--- src/rtl/riscv_pkg.sv ---
// Shared definitions for the RV32 issue/hazard controller: register file
// geometry, the 2-bit opcode classes used by the decoder, and the FSM states.
package riscv_pkg;

    localparam int REG_AW = 5;
    localparam int NREG   = 32;

    // Opcode classes seen by the hazard logic
    localparam logic [1:0] ARITH      = 2'd0;
    localparam logic [1:0] LOGICAL    = 2'd1;
    localparam logic [1:0] LOAD_STORE = 2'd2;
    localparam logic [1:0] BRANCH     = 2'd3;

    typedef enum logic {
        RUN   = 1'b0,
        FLUSH = 1'b1
    } state_e;

    // Register-usage flags for one decoded instruction
    typedef struct packed {
        logic use_rs1;
        logic use_rs2;
        logic wr_en;
    } dec_t;

    // Derive register usage from the opcode class. LOAD_STORE is treated as
    // a load here (reads the base register, writes rd); a store needs rs2 and
    // no write, which the decoder must override.
    function automatic dec_t decode_op(input logic [1:0] op);
        dec_t d;
        d = '0;
        case (op)
            ARITH, LOGICAL: d = '{use_rs1: 1'b1, use_rs2: 1'b1, wr_en: 1'b1};
            LOAD_STORE:     d = '{use_rs1: 1'b1, use_rs2: 1'b0, wr_en: 1'b1};
            default:        d = '{use_rs1: 1'b1, use_rs2: 1'b1, wr_en: 1'b0};
        endcase
        return d;
    endfunction

endpackage

--- src/rtl/riscv_hazard_ctrl_scoreboard.sv ---
// Register scoreboard: one busy bit per architectural register, set when a
// writing instruction issues and cleared when writeback retires it. Provides
// "effective busy" lookups that treat a register retiring this cycle as free.
module riscv_scoreboard
    import riscv_pkg::*;
#(
    parameter int NREG   = riscv_pkg::NREG,
    parameter int REG_AW = riscv_pkg::REG_AW,
    parameter int NRD    = 3
) (
    input  logic                       clk,
    input  logic                       reset,
    input  logic                       clr_en,
    input  logic [REG_AW-1:0]          clr_idx,
    input  logic                       set_en,
    input  logic [REG_AW-1:0]          set_idx,
    input  logic [NRD-1:0][REG_AW-1:0] rd_idx,
    output logic [NRD-1:0]             rd_busy,
    output logic [NREG-1:0]            busy_vec
);

    logic [NREG-1:0] busy_q;
    logic [NREG-1:0] busy_d;
    logic [NREG-1:0] eff_busy;

    generate
        for (genvar gi = 0; gi < NREG; gi++) begin : g_bit
            if (gi == 0) begin : g_x0
                // x0 is hardwired zero and can never be busy
                assign busy_d[gi]   = 1'b0;
                assign eff_busy[gi] = 1'b0;
            end else begin : g_xn
                logic clr_hit;
                logic set_hit;
                assign clr_hit      = clr_en && (clr_idx == REG_AW'(gi));
                assign set_hit      = set_en && (set_idx == REG_AW'(gi));
                // Retiring register is free this cycle (write-through RF)
                assign eff_busy[gi] = busy_q[gi] & ~clr_hit;
                // A new issue to the same register overrides the retire clear
                assign busy_d[gi]   = set_hit | eff_busy[gi];
            end
        end

        for (genvar gi = 0; gi < NRD; gi++) begin : g_rd
            assign rd_busy[gi] = eff_busy[rd_idx[gi]];
        end
    endgenerate

    // Busy-vector state register
    always_ff @(posedge clk or posedge reset) begin
        if (reset) begin
            busy_q <= '0;
        end else begin
            busy_q <= busy_d;
        end
    end

    assign busy_vec = busy_q;

endmodule

--- src/rtl/riscv_hazard_ctrl.sv ---
// Issue/hazard controller for the 5-stage RV32 pipeline. Stalls decode on
// RAW/WAW hazards against the scoreboard, flushes IF/ID and ID/EX for a fixed
// number of cycles after a taken branch, and counts stall/flush cycles.
module riscv_hazard_ctrl
    import riscv_pkg::*;
#(
    parameter int NREG         = riscv_pkg::NREG,
    parameter int REG_AW       = riscv_pkg::REG_AW,
    parameter int FLUSH_CYCLES = 2,
    parameter int CNT_W        = 32
) (
    input  logic              clk,
    input  logic              reset,
    input  logic              id_valid,
    input  logic [REG_AW-1:0] id_rs1,
    input  logic [REG_AW-1:0] id_rs2,
    input  logic              id_use_rs1,
    input  logic              id_use_rs2,
    input  logic [REG_AW-1:0] id_rd,
    input  logic              id_wr_en,
    input  logic              ex_br_valid,
    input  logic              ex_br_taken,
    input  logic              wb_valid,
    input  logic [REG_AW-1:0] wb_rd,
    output logic              issue,
    output logic              stall,
    output logic              flush,
    output logic [NREG-1:0]   busy_vec,
    output logic [CNT_W-1:0]  stall_cnt,
    output logic [CNT_W-1:0]  flush_cnt
);

    // Cycles spent in FLUSH after the cycle the branch resolves
    localparam logic [2:0] FLUSH_INIT = 3'(FLUSH_CYCLES - 1);

    state_e             state_q, state_d;
    logic [2:0]         fcnt_q, fcnt_d;
    logic [CNT_W-1:0]   stall_cnt_q, stall_cnt_d;
    logic [CNT_W-1:0]   flush_cnt_q, flush_cnt_d;

    logic [2:0][REG_AW-1:0] rd_idx;
    logic [2:0]             rd_busy;
    logic                   hazard;
    logic                   flush_raw;

    assign rd_idx = {id_rd, id_rs2, id_rs1};

    riscv_scoreboard #(
        .NREG   (NREG),
        .REG_AW (REG_AW),
        .NRD    (3)
    ) u_scoreboard (
        .clk      (clk),
        .reset    (reset),
        .clr_en   (wb_valid),
        .clr_idx  (wb_rd),
        .set_en   (issue & id_wr_en),
        .set_idx  (id_rd),
        .rd_idx   (rd_idx),
        .rd_busy  (rd_busy),
        .busy_vec (busy_vec)
    );

    assign hazard = id_valid & ((id_use_rs1 & rd_busy[0]) |
                                (id_use_rs2 & rd_busy[1]) |
                                (id_wr_en   & rd_busy[2]));

    // Flush FSM next state; taken branches during FLUSH cannot be real
    always_comb begin
        state_d   = state_q;
        fcnt_d    = fcnt_q;
        flush_raw = 1'b0;
        case (state_q)
            RUN: begin
                flush_raw = ex_br_valid & ex_br_taken;
                if (flush_raw && (FLUSH_CYCLES > 1)) begin
                    state_d = FLUSH;
                    fcnt_d  = FLUSH_INIT;
                end
            end
            FLUSH: begin
                flush_raw = 1'b1;
                if (fcnt_q <= 3'd1) begin
                    state_d = RUN;
                    fcnt_d  = 3'd0;
                end else begin
                    fcnt_d  = fcnt_q - 3'd1;
                end
            end
            default: begin
                state_d = RUN;
                fcnt_d  = 3'd0;
            end
        endcase
    end

    // Outputs are forced low while reset is held
    assign flush = flush_raw & ~reset;
    assign stall = hazard & ~flush & ~reset;
    assign issue = id_valid & ~hazard & ~flush & ~reset;

    // Saturating performance counter next values
    always_comb begin
        stall_cnt_d = stall_cnt_q;
        flush_cnt_d = flush_cnt_q;
        if (stall && (stall_cnt_q != '1)) stall_cnt_d = stall_cnt_q + CNT_W'(1);
        if (flush && (flush_cnt_q != '1)) flush_cnt_d = flush_cnt_q + CNT_W'(1);
    end

    // FSM and counter registers
    always_ff @(posedge clk or posedge reset) begin
        if (reset) begin
            state_q     <= RUN;
            fcnt_q      <= 3'd0;
            stall_cnt_q <= '0;
            flush_cnt_q <= '0;
        end else begin
            state_q     <= state_d;
            fcnt_q      <= fcnt_d;
            stall_cnt_q <= stall_cnt_d;
            flush_cnt_q <= flush_cnt_d;
        end
    end

    assign stall_cnt = stall_cnt_q;
    assign flush_cnt = flush_cnt_q;

endmodule

--- config.mk ---
export PLATFORM = sky130hd
export DESIGN_NAME = riscv_hazard_ctrl
export DESIGN_NICKNAME = d
export VERILOG_FILES = /design/src/rtl/riscv_pkg.sv /design/src/rtl/riscv_hazard_ctrl_scoreboard.sv /design/src/rtl/riscv_hazard_ctrl.sv
export SDC_FILE = /design/constraint.sdc
export NUM_CORES = 1
export LEC_CHECK = 0
export CORE_ASPECT_RATIO = 0.75
export CORE_MARGIN = 2
export CORE_UTILIZATION = 40
export CTS_CLUSTER_DIAMETER = 30
export CTS_CLUSTER_SIZE = 28
export DETAILED_ROUTE_END_ITERATION = 7
export GPL_TIMING_DRIVEN = 0
export PLACE_DENSITY = 0.67
export SLEW_MARGIN = 20
export SYNTH_ARGS = -nofsm -noshare
export SYNTH_HDL_FRONTEND = slang
export SYNTH_SLANG_ARGS = --single-unit
export TNS_END_PERCENT = 5
--- constraint.sdc ---
create_clock -name clk -period 3.7 [get_ports clk]
set_input_delay 0.37 -clock clk [delete_from_list [all_inputs] [get_ports clk]]
set_output_delay 0.37 -clock clk [all_outputs]
set_load 0.05 [all_outputs]
Word-level counts from Yosys, hierarchy flattened
Index checks and enable logic that the tools add are counted.

Word-level logic and storage cells: 265. Memory bits (writable): 0. Memory bits (read-only): 0. Latch bits: 0. Memories kept: 0. Register bits: 99.

Div/mod/pow operators: 0. Bitwise logic cells: 111. $lt $le $gt $ge: 4. Mux-type cells: 13. Reduce and logical (&&, ||, !) cells: 64. Eq/ne operators: 65. $mul: 0. Shift operators: 0. Add/subtract/negate cells: 3.

Operator list (count): $eq A5 B5 Y1 const B (32); $eq A5 B4 Y1 const B (16); $add A32 B1 Y32 const B (2); $logic_and A1 B1 Y1 (64); $ne A32 B32 Y1 const B (2); $and A1 B1 Y1 (43); $eq A5 B3 Y1 const B (8); $not A1 Y1 (35); $or A1 B1 Y1 (33); $eq A5 B2 Y1 const B (4); $lt A5 B6 Y1 const B (3); $bmux W1 S5 (3); $eq A5 B1 Y1 const B (2); $mux W3 (2); $pmux W3 S2 (1); $mux W1 (5); $pmux W1 S2 (2); $le A3 B1 Y1 const B (1); $sub A3 B1 Y3 const B (1); $ne A2 B2 Y1 const B (1).

Longest topological paths before layout
Gate-level depths: netlist of run 1.

Word-level depth: 17. Gate-level depth with buffers: 13. Depth with buffers taken out: 9.

By module
A second synthesis of run 1 with hierarchy kept.

Cell total of the unflattened synthesis: 618. Area, all modules: 5909.4 um^2.

By module, submodules not included: riscv_hazard_ctrl (seq. area each 1701.6 um^2, cells an instance 317, area an instance 3405.8 um^2, times used 1); riscv_scoreboard (seq. area each 775.7 um^2, cells an instance 301, area an instance 2503.7 um^2, times used 1).

Worst setup path before layout of run 1
Ideal clock, no wire load.

Path kind: input to output. From: input reset. To: output stall. Data required time: 3330 ps. Path slack: -1003 ps. Arrival time: 4333 ps. Cell stages on the path: 3. Cells stage by stage: inv_1 > nand3_1 > nor2_1.

Cells in the longest elaborated chain, start to end: 5.

RTL lines: from (decl) (RTL line riscv_hazard_ctrl.sv:13) `input logic reset,`; $not A1 Y1 * (RTL line riscv_hazard_ctrl.sv:98, riscv_hazard_ctrl.sv:99); $and A1 B1 Y1 (RTL line riscv_hazard_ctrl.sv:98) `assign flush = flush_raw & ~reset;`; $not A1 Y1 (RTL line riscv_hazard_ctrl.sv:99) `assign stall = hazard & ~flush & ~reset;`; $and A1 B1 Y1 (RTL line riscv_hazard_ctrl.sv:99); $and A1 B1 Y1 * (RTL line riscv_hazard_ctrl.sv:99); to (decl) (RTL line riscv_hazard_ctrl.sv:26) `output logic stall,`.

Every way passes the cells marked *; elsewhere a longest branch is shown, timed or not.

Worst setup path in the final report of run 1
From: input wb_rd[3]. To: output issue.

Cells in the longest elaborated chain, start to end: 14.

RTL lines: from (decl) (RTL line riscv_hazard_ctrl.sv:24) `input logic [REG_AW-1:0] wb_rd,`; $eq A5 B1 Y1, or another cell as far along (RTL line riscv_hazard_ctrl_scoreboard.sv:35) `assign clr_hit = clr_en && (clr_idx == REG_AW'(gi));`; $logic_and A1 B1 Y1 (RTL line riscv_hazard_ctrl_scoreboard.sv:35); $not A1 Y1 (RTL line riscv_hazard_ctrl_scoreboard.sv:38) `assign eff_busy[gi] = busy_q[gi] & ~clr_hit;`; $and A1 B1 Y1 (RTL line riscv_hazard_ctrl_scoreboard.sv:38); $bmux W1 S5 (RTL line riscv_hazard_ctrl_scoreboard.sv:45) `assign rd_busy[gi] = eff_busy[rd_idx[gi]];`; $mux W1 (implied by the code) (RTL line riscv_hazard_ctrl_scoreboard.sv:45); $and A1 B1 Y1, on equally long branches (RTL line riscv_hazard_ctrl.sv:64, riscv_hazard_ctrl.sv:65); $or A1 B1 Y1 (RTL line riscv_hazard_ctrl.sv:64) `assign hazard = id_valid & ((id_use_rs1 & rd_busy[0]) |`; $or A1 B1 Y1 * (RTL line riscv_hazard_ctrl.sv:65) `(id_use_rs2 & rd_busy[1]) |`; $and A1 B1 Y1 * (RTL line riscv_hazard_ctrl.sv:64); $not A1 Y1 * (RTL line riscv_hazard_ctrl.sv:100) `assign issue = id_valid & ~hazard & ~flush & ~reset;`; $and A1 B1 Y1 * (3 in series) (RTL line riscv_hazard_ctrl.sv:100); to (decl) (RTL line riscv_hazard_ctrl.sv:25) `output logic issue,`.

Every way passes the cells marked *; elsewhere a longest branch is shown, timed or not. The select of a mux whose other input is x is not followed.

==> impl_metrics.py, run 1 <==
metrics = {
    "job": {
        "cap_violations": 0,
    },
    "global_route": {
        "antenna_found_initial": 0,
        "grt_first_pass_wirelength_mm": 30.33,
        "grt_pass1_vias": 5334,
        "grt_overflow": 0,
        "grt_max_degree": 34,
        "grt_usage_pct": 23.84,
    },
    "sta": {
        "max_slew_margin_pct": 50.25,
        "setup_tns_ps": 0,
        "finalMaxSlewViolations": 0,
        "timing.fmax_ghz": 0.2825,
        "rsz0062_at_grt": "no",
        "skew_ps": 8.919,
        "fin_crit_sh_pct": 95.68,
        "hold_viol": 0,
        "hold_slack_ps": 384.4,
        "period_needed_ps": 3540,
        "finalSetupViolCount": 0,
        "max_slew.worst_pin.slew_ps": 740.6,
    },
    "detailed_routing": {
        "vias": 5574,
        "wl_mm": 19.17,
        "viasPerCell": 5.788,
        "first_pass_iters": 7,
        "drt_iter0_markers": 653,
        "wl_per_cell_um": 19.91,
        "drc_errors": 0,
        "ant_nets": 0,
    },
    "yosys": {
        "synth-seq-cells": 99,
        "ys_types": 75,
        "ys_warn_count": 0,
        "synth.most_common_cell": "dfrtp_1",
        "yosysTopAreaCell": "dfrtp_1",
        "yosysSeqAreaShare_pct": 40.51,
        "synth_edf_count": 0,
        "syn-instance-count": 614,
        "synth_area_per_cell_um2": 9.961,
        "synthTopCellsByCount": "99 x dfrtp_1, 51 x nand2_1, 48 x o21ai_0",
        "yosys.area.top_type_share_pct": 40.51,
        "synth-main-ff-cell": "dfrtp_1",
        "async_reset_ff_share_pct": 100.0,
        "synthesis.area_um2": 6116,
        "synth.area.top_cells": "dfrtp_1 41%, xor2_1 4.7%, mux2i_1 4.4%, xnor2_1 4.3%, o21ai_0 3.9%",
        "syn_nets": 647,
    },
    "clock_network": {
        "clkLatencyLatePin_ps": 360,
        "cts_root_buf": "clkbuf_16",
        "cts.sinks": 99,
        "cts.htree.levels": 3,
        "numCtsBuffers": 9,
        "cts_tree": "yes",
        "cts.path.max_buffers": 2,
        "cts_hold_buf": 0,
        "path_clk_slew_ps": 70,
    },
    "worst_setup_path": {
        "critPathLaunchType": "input pin",
        "cp_data_arrival_time_ps": 3170,
        "cp.required_ps": 3330,
        "r2r_slack_ps": 690,
        "end_kind": "output pin",
        "path_class": "in -> out",
        "crit_fanout": 10,
    },
    "die": {
        "initial_core_util_pct": 40.56,
        "die_height_um": 111.1,
        "row_count": 39,
        "dieArea_um2": 16310,
        "fp.coreArea_um2": 15080,
        "num_io_pins": 128,
        "die_x_um": 146.8,
    },
    "placed_design": {
        "portBuffers": 116,
        "gp_congestion": 0.9354,
        "dpl.hpwl_mm": 14.57,
    },
    "worst_hold_path": {
        "hold_class": "in -> reg",
    },
    "cells_and_area": {
        "n_antenna_cell": 0,
        "n_fill_cell": 1312,
        "drive_gt1_share_pct": 16.36,
        "nets": 786,
        "final_util_pct": 53.85,
        "synthToLayoutAreaGrowth_pct": 32.77,
    },
    "power_and_ir_drop": {
        "p_leak_nw": 3.336,
        "power.density_nw_per_um2": 401.1,
        "peakVddDrop_mv": 0.2066,
    },
    "status": {
        "outcome": "finished clean",
    },
}
## worst paths after layout
| path | endpoint | start | cells after the start |
|---|---|---|---|
| max | issue | wb_rd[3] | 10 |
| min | u_scoreboard.busy_vec[29]$_DFF_PP0_ | id_rd[0] | 3 |
| max reg2reg | stall_cnt[27]$_DFFE_PP0P_ | stall_cnt[13]$_DFFE_PP0P_ | 9 |
| min reg2reg | stall_cnt[7]$_DFFE_PP0P_ | stall_cnt[7]$_DFFE_PP0P_ | 1 |
| max in group asynchronous | u_scoreboard.busy_vec[13]$_DFF_PP0_ | reset | 4 |
| min in group asynchronous | flush_cnt[21]$_DFFE_PP0P_ | reset | 2 |
## cell families after synthesis
logic type / Yosys count / synth area share [%]
other: 1 / 0.06132
xor gates and xnor gates: 65 / 9.554
buffers and inverters: 41 / 3.949
adders and majority gates: 4 / 0.8184
DFF: 99 / 40.51
and+or+nand+nor: 251 / 26.13
AOI/OAI and AO/OA: 117 / 12.36
muxes: 36 / 6.628
## per-layer routing
metal  global-route usage, %  up-vias  wire length [um]
met4                   4.466        0               254
met2                   34.87      253              8319
li1                        -     2551                 -
met5                       0        -                 0
met1                   35.06     2744              8815
met3                   7.243       26              1781
## placed cells by master (no fill, tap or decap), drive strengths merged, types with 6 or more instances in the layout
| cell type | n |
|---|---|
| nand2b | 15 |
| clkdlybuf4s50 | 109 |
| nor2 | 27 |
| xnor2 | 32 |
| nor3 | 27 |
| and4 | 8 |
| nor4b | 8 |
| and3 | 12 |
| o2111ai | 6 |
| xor2 | 33 |
| o31ai | 10 |
| nand2 | 51 |
| clkbuf | 18 |
| a22oi | 7 |
| nand3 | 37 |
| buf | 34 |
| o21ai | 64 |
| nand4 | 15 |
| nor4 | 14 |
| mux2i | 27 |
| a21oi | 6 |
| mux2 | 6 |
| inv | 13 |
| dfrtp | 99 |
## critical path, stage by stage
cell	delay [ps]
buf_2	160
nand4bb_1	440
o21ai_0	550
mux2i_1	220
a22oi_1	200
and4_1	200
and4b_1	210
and3_1	160
buf_4	150
clkdlybuf4s15_1	510
## where the power goes
group	internal (mW)	total (mW)	switching [mW]
logic	0.334	0.969	0.636
registers	1.18	1.30	0.121
clock network	0.535	0.989	0.454
total	2.05	3.26	1.21
## sequential cells by signal (all words and copies together), names as in the netlist
signal                 count
u_scoreboard.busy_vec     31
state_q                    1
flush_cnt                 32
fcnt_q                     3
stall_cnt                 32
## metrics by stage
stage	setup WS (ps)	area (um^2)	cells	power, mW
finish	160.0	8120	963	3.257
global route	54.95	8120	963	3.399
CTS	3.585	7983	955	3.258
detailed placement	-960.4	7597	938	2.260
global placement	-1629	7537	935	2.229
floorplan	247.9	6120	614	1.908
## area by class of cell
| class | instances | area (um^2) | area share (%) |
|---|---|---|---|
| repair buffers | 128 | 1295 | 15.95 |
| flip-flops and latches | 99 | 2479 | 30.52 |
| clock inverters | 7 | 81.33 | 1.002 |
| well taps | 205 | 256.5 | 3.159 |
| plain buffers | 30 | 210.2 | 2.589 |
| inverters | 11 | 45.04 | 0.5547 |
| multi-input cells | 474 | 3528 | 43.45 |
| clock buffers | 9 | 225.2 | 2.773 |
## what timing repair did
item                       in CTS  in global routing
gates resized for setup        32                 20
setup endpoints to repair       2                  2
pin swaps                       1                  3
buffers inserted                1                  8
Note: power is estimated with default switching activity, not from simulation.
==> run 2, diff against run 1 <==
CTS_CLUSTER_SIZE = 40   (was 28)
PLACE_DENSITY = unset   (was 0.67)
PLACE_DENSITY_LB_ADDON = 0.12   (was unset)
SKIP_LAST_GASP = 1   (was unset)
==> run 2 against run 1 <==
  * First-iteration DRC count shrank 34%
  * Critical endpoint unchanged
  * Highest routed layer unchanged
  * Utilization shrank 0.56 points
  * Die area is the same
  * Critical path depth grew 1
  * Sequential cell count is the same
==> impl_metrics.py, run 2 (same netlist as run 1, synthesis figures left out) <==
metrics = {
    "clock_network": {
        "cts.path.max_buffers": 2,
        "cts_tree": "yes",
        "cts.htree.levels": 3,
        "path_clk_slew_ps": 80,
        "cts_root_buf": "clkbuf_16",
        "clkLatencyLatePin_ps": 350,
        "cts_hold_buf": 0,
        "cts.sinks": 99,
        "numCtsBuffers": 9,
    },
    "placed_design": {
        "dpl.hpwl_mm": 14.45,
        "portBuffers": 116,
        "gp_congestion": 0.9433,
        "dpl_worst_slack_ps": -934.1,
        "place_area_um2": 7605,
    },
    "cells_and_area": {
        "final_common_cell": "clkdlybuf4s50_1",
        "synthToLayoutAreaGrowth_pct": 31.40,
        "nets": 780,
        "final_util_pct": 53.30,
        "stdcell_area_um2": 8036,
        "final_cell_mix": "111 x clkdlybuf4s50_1, 99 x dfrtp_1, 48 x nand2_1",
        "n_antenna_cell": 0,
        "drive_gt1_share_pct": 15.82,
    },
    "global_route": {
        "antenna_found_initial": 0,
        "grt_max_degree": 34,
        "grt_pass1_vias": 5227,
        "grt_usage_pct": 23.08,
        "grt_first_pass_wirelength_mm": 29.24,
        "grt_overflow": 0,
    },
    "detailed_routing": {
        "viasPerCell": 5.791,
        "drc_errors": 0,
        "ant_nets": 0,
        "wl_mm": 18.79,
        "first_pass_iters": 5,
        "vias": 5542,
        "wl_per_cell_um": 19.64,
        "drt_iter0_markers": 433,
    },
    "sta": {
        "skew_ps": 6.722,
        "hold_viol": 0,
        "fin_crit_sh_pct": 99.19,
        "finalMaxSlewViolations": 0,
        "setup_tns_ps": 0,
        "timing.fmax_ghz": 0.2725,
        "period_needed_ps": 3670,
        "fin_ws_ps": 29.79,
        "hold_slack_ps": 452.1,
        "rsz0062_at_grt": "yes",
        "max_slew.worst_pin.slew_ps": 795.2,
        "max_slew_margin_pct": 46.58,
        "finalSetupViolCount": 0,
    },
    "worst_hold_path": {
        "hold_class": "in -> reg",
    },
    "die": {
        "row_count": 39,
        "dieArea_um2": 16310,
        "initial_core_util_pct": 40.56,
        "die_height_um": 111.1,
        "die_x_um": 146.8,
        "fp.coreArea_um2": 15080,
        "num_io_pins": 128,
    },
    "power_and_ir_drop": {
        "power.density_nw_per_um2": 397.1,
        "peakVddDrop_mv": 0.3113,
        "p_leak_nw": 3.273,
    },
    "worst_setup_path": {
        "critPathLaunchType": "input pin",
        "slowest_delay_ps": 500,
        "crit_chain": "clkdlybuf4s50_1, buf_6, nand2b_4, o21ai_0, mux2i_1, a22oi_1, and4_1, and4b_1, and3_1, buf_4, clkdlybuf4s15_1",
        "cp_data_arrival_time_ps": 3300,
        "end_kind": "output pin",
        "crit_fanout": 8,
        "path_class": "in -> out",
        "cp.required_ps": 3330,
        "crit_slowest_cell": "clkdlybuf4s15_1",
    },
    "job": {
        "cap_violations": 0,
    },
    "status": {
        "outcome": "finished clean",
    },
}
==> run 2: metal layers <==
| metal | GRT usage (%) | vias to the layer above | share of wire, % |
|---|---|---|---|
| li1 | - | 2538 | - |
| met5 | 0 | - | 0 |
| met2 | 29.89 | 297 | 39 |
| met1 | 35.85 | 2688 | 49 |
| met4 | 5.243 | 0 | 1.1 |
| met3 | 8.519 | 19 | 11 |
==> run 2: area by class of cell <==
class	count	area (um^2)
Sequential cell	99	2477
Fill cell	1327	7042
Buffer	29	197.7
Inverter	11	45.04
Multi-Input combinational cell	474	3503
Timing Repair Buffer	123	1264
Clock buffer	9	225.2
Tap cell	205	256.5
Clock inverter	7	67.56
==> run 2: path summary, 6_finish.rpt <==
kind,start,end,slack [ps],cells after the start
worst max-delay path,wb_rd[0],issue,30,11
worst min-delay path,id_rd[0],u_scoreboard.busy_vec[29]$_DFF_PP0_,450,3
worst max register to register,u_scoreboard.busy_vec[13]$_DFF_PP0_,stall_cnt[3]$_DFFE_PP0P_,650,10
worst min register to register,fcnt_q[2]$_DFFE_PP0N_,fcnt_q[2]$_DFFE_PP0N_,490,1
max in group asynchronous,reset,u_scoreboard.busy_vec[22]$_DFF_PP0_,2480,4
min in group asynchronous,reset,stall_cnt[28]$_DFFE_PP0P_,470,2
==> run 2: stage by stage <==
stage | total power [mW] | std cells
after floorplan | 1.908 | 614
after global placement | 2.230 | 935
after detailed placement | 2.250 | 938
after CTS | 3.206 | 955
after global routing | 3.335 | 957
final | 3.192 | 957
==> run 2: power by group <==
part	switching, mW	internal, mW	leakage, nW
combinational	0.628	0.327	1.78
clock	0.463	0.475	0.141
sequential	0.122	1.18	1.35
==> run 2: worst max-delay path: cells and delay by family <==
kind,cells,cell delay [ps]
and+or+nand+nor,4,790
AOI/OAI and AO/OA,2,620
muxes,1,240
buffers and inverters,4,1260
==> run 2: timing repair <==
action | 4_1_cts | 5_1_grt
endpoints found under the hold margin | 0 | 0
buffers inserted | 1 | 3
endpoints found under the setup margin | 2 | 2
pin swaps | 1 | 3
resized for setup | 31 | 16
==> run 3, diff against run 2 <==
CTS_CLUSTER_DIAMETER = 100   (was 30)
==> results of run 3 <==
No change in the layout: final DEF, timing and power equal those of run 2.
